[config.mk]
export PLATFORM = sky130hd
export DESIGN_NAME = seg7_monitor_flat
export DESIGN_NICKNAME = d
export VERILOG_FILES = /design/src/rtl/seg7_pkg.sv /design/src/rtl/seg7_monitor_if.sv /design/src/rtl/seg7_decode.sv /design/src/rtl/seg7_monitor.sv /design/src/flat_wrapper.sv
export SDC_FILE = /design/constraint.sdc
export NUM_CORES = 1
export LEC_CHECK = 0
export BUFFER_PORTS_ARGS = -buffer_cell sky130_fd_sc_hd__buf_2
export CAP_MARGIN = 0
export CORE_UTILIZATION = 50
export CTS_CLUSTER_SIZE = 16
export DETAILED_ROUTE_END_ITERATION = 7
export PLACE_DENSITY = 0.81
export SETUP_SLACK_MARGIN = 0.3
export SYNTH_ARGS = -nofsm -noshare
export SYNTH_HDL_FRONTEND = slang
export SYNTH_SLANG_ARGS = --single-unit
[constraint.sdc]
create_clock -name clk -period 2.5 [get_ports clk]
set_input_delay 0.375 -clock clk [delete_from_list [all_inputs] [get_ports clk]]
set_output_delay 0.375 -clock clk [all_outputs]
set_load 0.02 [all_outputs]
[src/rtl/seg7_pkg.sv]
// Shared constants for the 7-segment monitor: legal active-low segment codes,
// the blank pattern and the sequence-tracker state encodings.
package seg7_pkg;

   localparam logic [6:0] SEG_BLANK = 7'h7F;

   // Index is the hex value shown by the pattern
   localparam logic [6:0] SEG_CODE [16] = '{
      7'h40, 7'h79, 7'h24, 7'h30, 7'h19, 7'h12, 7'h02, 7'h78,
      7'h00, 7'h10, 7'h08, 7'h03, 7'h46, 7'h21, 7'h06, 7'h0E
   };

   localparam logic [0:0] ST_HUNT  = 1'b0;
   localparam logic [0:0] ST_TRACK = 1'b1;

endpackage

[src/rtl/seg7_monitor_if.sv]
// Segment bus plus monitor result signals; master drives the segment bus,
// slave is the monitor that reports decoded digits and error strobes.
interface seg7_monitor_if;

   logic [6:0] seg_in;
   logic [3:0] digit;
   logic       digit_valid;
   logic       bad_pattern;
   logic       seq_err;
   logic       locked;
   logic [7:0] err_count;

   modport master (
      output seg_in,
      input  digit, digit_valid, bad_pattern, seq_err, locked, err_count
   );

   modport slave (
      input  seg_in,
      output digit, digit_valid, bad_pattern, seq_err, locked, err_count
   );

endinterface

[src/rtl/seg7_decode.sv]
// Combinational segment-pattern to hex-value lookup with a legal-code flag.
module seg7_decode
   import seg7_pkg::*;
(
   input  logic [6:0] pattern,
   output logic [3:0] value,
   output logic       legal
);

   always_comb begin
      value = '0;
      legal = 1'b0;
      for (int unsigned i = 0; i < 16; i++) begin
         if (pattern == SEG_CODE[i]) begin
            value = 4'(i);
            legal = 1'b1;
         end
      end
   end

endmodule

[src/rtl/seg7_monitor.sv]
// Filters and decodes a 7-segment hex counter bus and flags illegal or
// out-of-sequence digits. Define SEG7_MONITOR_SEQ_CHECK_EN to add the tracker.
module seg7_monitor
   import seg7_pkg::*;
#(
   parameter int unsigned STABLE_CYCLES = 4
) (
   input logic           clk,
   input logic           rst,
   seg7_monitor_if.slave mon
);

   localparam logic [3:0] STAB = 4'(STABLE_CYCLES);

   logic [6:0] sample;
   logic [6:0] prev;
   logic [6:0] last_acc;
   logic [3:0] stab_cnt;
   logic [3:0] dec_value;
   logic       dec_legal;
   logic       accept;
   logic       valid_next;
   logic       bad_next;
   logic       seq_next;

   logic [3:0] digit;
   logic       digit_valid;
   logic       bad_pattern;
   logic       seq_err;
   logic [7:0] err_count;

   seg7_decode u_decode (
      .pattern (prev),
      .value   (dec_value),
      .legal   (dec_legal)
   );

   // The count saturates at STAB, so last_acc is what keeps a held pattern
   // from being accepted more than once.
   assign accept     = (stab_cnt == STAB) && (prev != last_acc);
   assign valid_next = accept && dec_legal;
   assign bad_next   = accept && !dec_legal;

   always_ff @(posedge clk) begin
      if (rst) begin
         sample      <= SEG_BLANK;
         prev        <= SEG_BLANK;
         last_acc    <= SEG_BLANK;
         stab_cnt    <= '0;
         digit       <= '0;
         digit_valid <= 1'b0;
         bad_pattern <= 1'b0;
         seq_err     <= 1'b0;
         err_count   <= '0;
      end else begin
         sample <= mon.seg_in;
         prev   <= sample;
         if (sample != prev)
            stab_cnt <= 4'd1;
         else if (stab_cnt != STAB)
            stab_cnt <= stab_cnt + 4'd1;
         if (accept)
            last_acc <= prev;
         if (valid_next)
            digit <= dec_value;
         digit_valid <= valid_next;
         bad_pattern <= bad_next;
         seq_err     <= seq_next;
         if ((bad_next || seq_next) && (err_count != '1))
            err_count <= err_count + 8'd1;
      end
   end

`ifdef SEG7_MONITOR_SEQ_CHECK_EN
   logic [0:0] state;
   logic [0:0] state_next;
   logic [3:0] expected;
   logic [3:0] expected_next;
   logic       locked;

   always_comb begin
      state_next    = state;
      expected_next = expected;
      seq_next      = 1'b0;
      if (bad_next) begin
         state_next = ST_HUNT;
      end else if (valid_next) begin
         if (state == ST_HUNT) begin
            state_next    = ST_TRACK;
            expected_next = dec_value + 4'd1;
         end else if (dec_value == expected) begin
            expected_next = dec_value + 4'd1;
         end else if (dec_value == 4'd0) begin
            expected_next = 4'd1;
         end else begin
            seq_next   = 1'b1;
            state_next = ST_HUNT;
         end
      end
   end

   always_ff @(posedge clk) begin
      if (rst) begin
         state    <= ST_HUNT;
         expected <= '0;
         locked   <= 1'b0;
      end else begin
         state    <= state_next;
         expected <= expected_next;
         locked   <= (state_next == ST_TRACK);
      end
   end

   assign mon.locked = locked;
`else
   assign seq_next   = 1'b0;
   assign mon.locked = 1'b0;
`endif

   assign mon.digit       = digit;
   assign mon.digit_valid = digit_valid;
   assign mon.bad_pattern = bad_pattern;
   assign mon.seq_err     = seq_err;
   assign mon.err_count   = err_count;

endmodule

[src/flat_wrapper.sv]
// flat-port wrapper written by rule: the top's interface ports become plain ports
module seg7_monitor_flat import seg7_pkg::*;
#(
   parameter int unsigned STABLE_CYCLES = 4
)
  (clk, rst, mon_seg_in, mon_digit, mon_digit_valid, mon_bad_pattern, mon_seq_err, mon_locked, mon_err_count);
  seg7_monitor_if mon_i ();
  input logic clk;
  input logic rst;
  input wire logic [$bits(mon_i.seg_in)-1:0] mon_seg_in;
  output wire logic [$bits(mon_i.digit)-1:0] mon_digit;
  output wire logic [$bits(mon_i.digit_valid)-1:0] mon_digit_valid;
  output wire logic [$bits(mon_i.bad_pattern)-1:0] mon_bad_pattern;
  output wire logic [$bits(mon_i.seq_err)-1:0] mon_seq_err;
  output wire logic [$bits(mon_i.locked)-1:0] mon_locked;
  output wire logic [$bits(mon_i.err_count)-1:0] mon_err_count;
  assign mon_i.seg_in = mon_seg_in;
  assign mon_digit = mon_i.digit;
  assign mon_digit_valid = mon_i.digit_valid;
  assign mon_bad_pattern = mon_i.bad_pattern;
  assign mon_seq_err = mon_i.seq_err;
  assign mon_locked = mon_i.locked;
  assign mon_err_count = mon_i.err_count;
  seg7_monitor #(.STABLE_CYCLES(STABLE_CYCLES)) u_core (.clk(clk), .rst(rst), .mon(mon_i));
endmodule
==> results.rst <==
.. list-table::
   :header-rows: 1

   * - Metric
     - Value
   * - Run status
     - finished, final reports clean
   * - TritonCTS buffer count
     - 5
   * - Cells on Worst Hold Path
     - 2
   * - Global-route wire length before repair
     - 6.13 mm
   * - Aggregate routed wire length
     - 3.83 mm
   * - Global-route track usage on met3
     - 0.0482
   * - Chip Height
     - 64.3 µm
   * - Post-layout util
     - 0.611
   * - Sequential area share after synthesis
     - 0.403
   * - Mapped cell area
     - 0.00194 mm²
   * - Die Outline Area
     - 0.00413 mm²
   * - ANT nets after route
     - 0
   * - Highest clock rate
     - 0.463 GHz
   * - Horiz. Die Dim
     - 64.3 µm
   * - Placed insts
     - 293
   * - Number of placement rows
     - 22
   * - Worst Min Path Start
     - mon_seg_in[0]
   * - Synthesized-area fraction occupied by and/or/nand/nor cells
     - 0.278
   * - GRT Total Usage
     - 0.192
   * - Post-synthesis share of cell area spent on xor and xnor gates
     - 0.0813
   * - Remaining routing DRC violations
     - 0
   * - Share of synthesized cell area in full adder, half adder and majority cells
     - 0.0194
   * - Number of buffers inserted for hold repair after clock tree synthesis
     - 0
   * - Endpoint of the worst hold-timing path
     - u_core.sample[0]
   * - Yosys Warn Count
     - 0
   * - Detailed router's first-iteration violation count
     - 84
   * - Portion of the clock cycle consumed by the worst path in the final layout
     - 0.863
   * - Hold Fails Final Rpt
     - 0
   * - Data arrival at the endpoint of the critical path
     - 2.33 ns
   * - Number of max-slew violations in the final report
     - 0
   * - Reg2reg end
     - u_core.mon.err_count[4]
   * - Static power due to leakage
     - 0.894 nW
   * - Final instance count without filler cells
     - 301
   * - Final HPWL DP
     - 2.70 mm
   * - Count of antenna diodes in the layout
     - 0
   * - Met1 Use GR
     - 0.267
   * - # port buffers
     - 22
   * - Synthesized instance count
     - 229
   * - Dominant combinational cell family by area after synthesis
     - simple AND/OR/NAND/NOR gates
   * - Maximum number of pins on one net before global-route repair
     - 18
   * - Highest-utilization routing layer at the global route stage
     - met2
   * - Clock tree sinks
     - 39
   * - Data required time at the worst endpoint
     - 2.67 ns
   * - TritonCTS clock tree
     - done
   * - Number of nets in the finished design
     - 265
   * - Number of global-route vias before repair
     - 1365
   * - Top library cells by usage in the layout, fill and taps aside
     - sky130_fd_sc_hd__dfxtp_1 (33), sky130_fd_sc_hd__nand2_1 (28), sky130_fd_sc_hd__buf_2 (22)
   * - RSZ-0062 raised after global routing
     - true
   * - Count of TritonRoute iterations in the first routing pass
     - 4
   * - Count of unique library cells instantiated by Yosys
     - 48
   * - Clock edge transition at the registers on the reported setup and hold paths
     - 0.07 ns
   * - Root Buffer Master
     - sky130_fd_sc_hd__clkbuf_8
   * - Vias per cell
     - 5.47
   * - Effective utilization at floorplan
     - 0.526
   * - Number of ports placed on the die boundary
     - 25
   * - Post-placement worst setup slack
     - 0.167 ns
   * - Maximum clock skew at final layout
     - 0.00705 ns
   * - Path class of the lowest-slack min-delay path
     - in2reg
   * - Final total negative setup slack
     - 0 ns
   * - Via total after detailed routing
     - 1646
   * - Async SR Flop Fraction
     - 0
   * - Final-layout worst hold slack
     - 0.268 ns
   * - Final estimated routing congestion in global placement
     - 0.971
   * - Shortest clock period the worst path allows after layout
     - 2.16 ns
   * - Average wire length per cell after detail routing
     - 12.7 µm
   * - Number of antenna violations at the first check in global routing
     - 0
   * - Layout cell share with drive strength beyond 1
     - 0.304
   * - Multiplexer area fraction after synthesis
     - 0.00581
   * - Number of maximum-capacitance violations
     - 0
   * - Fill count
     - 323
   * - H-tree depth
     - 2
   * - Flip-flop and latch count after synthesis
     - 39
   * - Number of enable flip-flop cells after synthesis
     - 0
   * - Setup slack after layout
     - 0.342 ns
   * - Top FF cell, synth
     - sky130_fd_sc_hd__dfxtp_1
   * - Most common cell after layout, fill and taps aside
     - sky130_fd_sc_hd__dfxtp_1
   * - Critical Path End Type
     - flip-flop
   * - Launching element type of the critical path
     - flip-flop
   * - Met2 Resource Use GR
     - 0.288
   * - Insertion delay of the later-clocked pin in the worst-skew pair
     - 0.28 ns
   * - Actual transition at the worst max-transition pin
     - 0.576 ns
   * - Max transition margin
     - 0.613
   * - Fraction of the mapped netlist area in compound gates
     - 0.149
   * - Average cell area after synthesis
     - 8.47 µm²
   * - Maximum vdd drop
     - 0.463 mV
   * - Critical Path Fanout Max
     - 17
   * - Synthesis-to-finish area growth
     - 16.2%
   * - Setup slack on the worst flop-to-flop path
     - 0.34 ns
   * - Overflow after GRT
     - 0
   * - CTS max path bufs
     - 2
   * - Power Dens Cells
     - 511 mW/mm²
   * - CORE AREA
     - 0.00369 mm²
   * - Number of cells on the worst reg-to-reg path
     - 6
   * - Source of the worst register-to-register timing path
     - u_core.prev[0]
   * - CP Class
     - reg2reg
   * - Setup-violating endpoint count in the final report
     - 0
==> critical path, stage by stage (launching register included) <==
cell and delay (ns):
sky130_fd_sc_hd__dfxtp_4 0.40, sky130_fd_sc_hd__or4_1 0.53, sky130_fd_sc_hd__a211o_1 0.29, sky130_fd_sc_hd__o22a_1 0.21, sky130_fd_sc_hd__and4_4 0.20, sky130_fd_sc_hd__nand4_1 0.09, sky130_fd_sc_hd__mux2_1 0.32
==> worst max-delay path by stage <==
stage / startpoint / endpoint / slack (ns)
floorplan: u_core.prev[0] / u_core.mon.err_count[4] / 0.32
global placement: u_core.prev[0] / u_core.mon.digit[0] / 0.20
detailed placement: u_core.prev[0] / u_core.mon.digit[0] / 0.17
CTS: u_core.prev[0] / u_core.mon.err_count[4] / 0.31
global route: u_core.prev[5] / u_core.mon.err_count[4] / 0.26
finish: u_core.prev[0] / u_core.mon.err_count[4] / 0.34
==> repair_timing <==
item,in CTS,in global routing
buffers inserted,0,1
gates resized for setup,6,13
setup endpoints to repair,6,12
cloned,0,0
pin swaps,0,1
==> metrics by stage <==
step                instance area [µm²]  power [mW]
floorplan                          1940       0.724
global placement                   2090       0.743
detailed placement                 2090       0.744
CTS                                2200        1.16
global route                       2250        1.20
finish                             2250        1.15
==> cell usage after synthesis, drive strengths merged, types with 4 or more instances <==
cell type  number  area, µm²
a21oi          14       73.8
buf            10       67.6
clkbuf          7       26.3
dfxtp          39        781
inv             7       26.3
nand2          28        105
nand3           7       35.0
nand4           5       31.3
nor2           11       41.3
nor4            4       25.0
o21ai           8       40.0
o22ai           4       25.0
or2            16        100
xnor2           8       70.1
xor2           10       87.6
==> kinds of logic (layout without fill, tap and decap cells) <==
group | Yosys count | after routing
buffers and inverters | 24 | 47
muxes | 1 | 1
AOI/OAI and AO/OA | 44 | 44
and+or+nand+nor | 99 | 99
other | 1 | 2
xor gates and xnor gates | 18 | 18
DFF | 39 | 39
adders and majority gates | 3 | 3
==> registers in the layout (all words and copies together), names as in the netlist <==
register and count:
u_core.last_acc 7, u_core.mon.bad_pattern 1, u_core.mon.digit 4, u_core.mon.digit_valid 1, u_core.mon.err_count 8, u_core.prev 7, u_core.sample 7, u_core.stab_cnt 4
==> final cells by class <==
| type | count | area [µm²] | area share |
|---|---|---|---|
| clock inverter | 1 | 5.00 | 0.00222 |
| clock buffer | 6 | 82.6 | 0.0366 |
| inverter | 7 | 26.3 | 0.0117 |
| multi-input combinational | 167 | 1100 | 0.486 |
| tap | 48 | 60.1 | 0.0267 |
| sequential | 39 | 791 | 0.351 |
| timing repair buffer | 33 | 193 | 0.0855 |
==> power by group <==
| part | switching [mW] | leakage (nW) | total, mW | internal (mW) |
|---|---|---|---|---|
| Combinational | 0.0462 | 0.531 | 0.0862 | 0.0400 |
| Clock | 0.201 | 0.0470 | 0.417 | 0.216 |
| Sequential | 0.0160 | 0.316 | 0.650 | 0.633 |
| Total | 0.263 | 0.894 | 1.15 | 0.890 |
==> metal layers <==
layer,part of all wire,vias to the layer above
li1,-,836
met1,0.48,753
met2,0.46,55
met3,0.056,2
met4,0.0029,0
met5,0,-
Note: power is estimated with default switching activity, not from simulation.
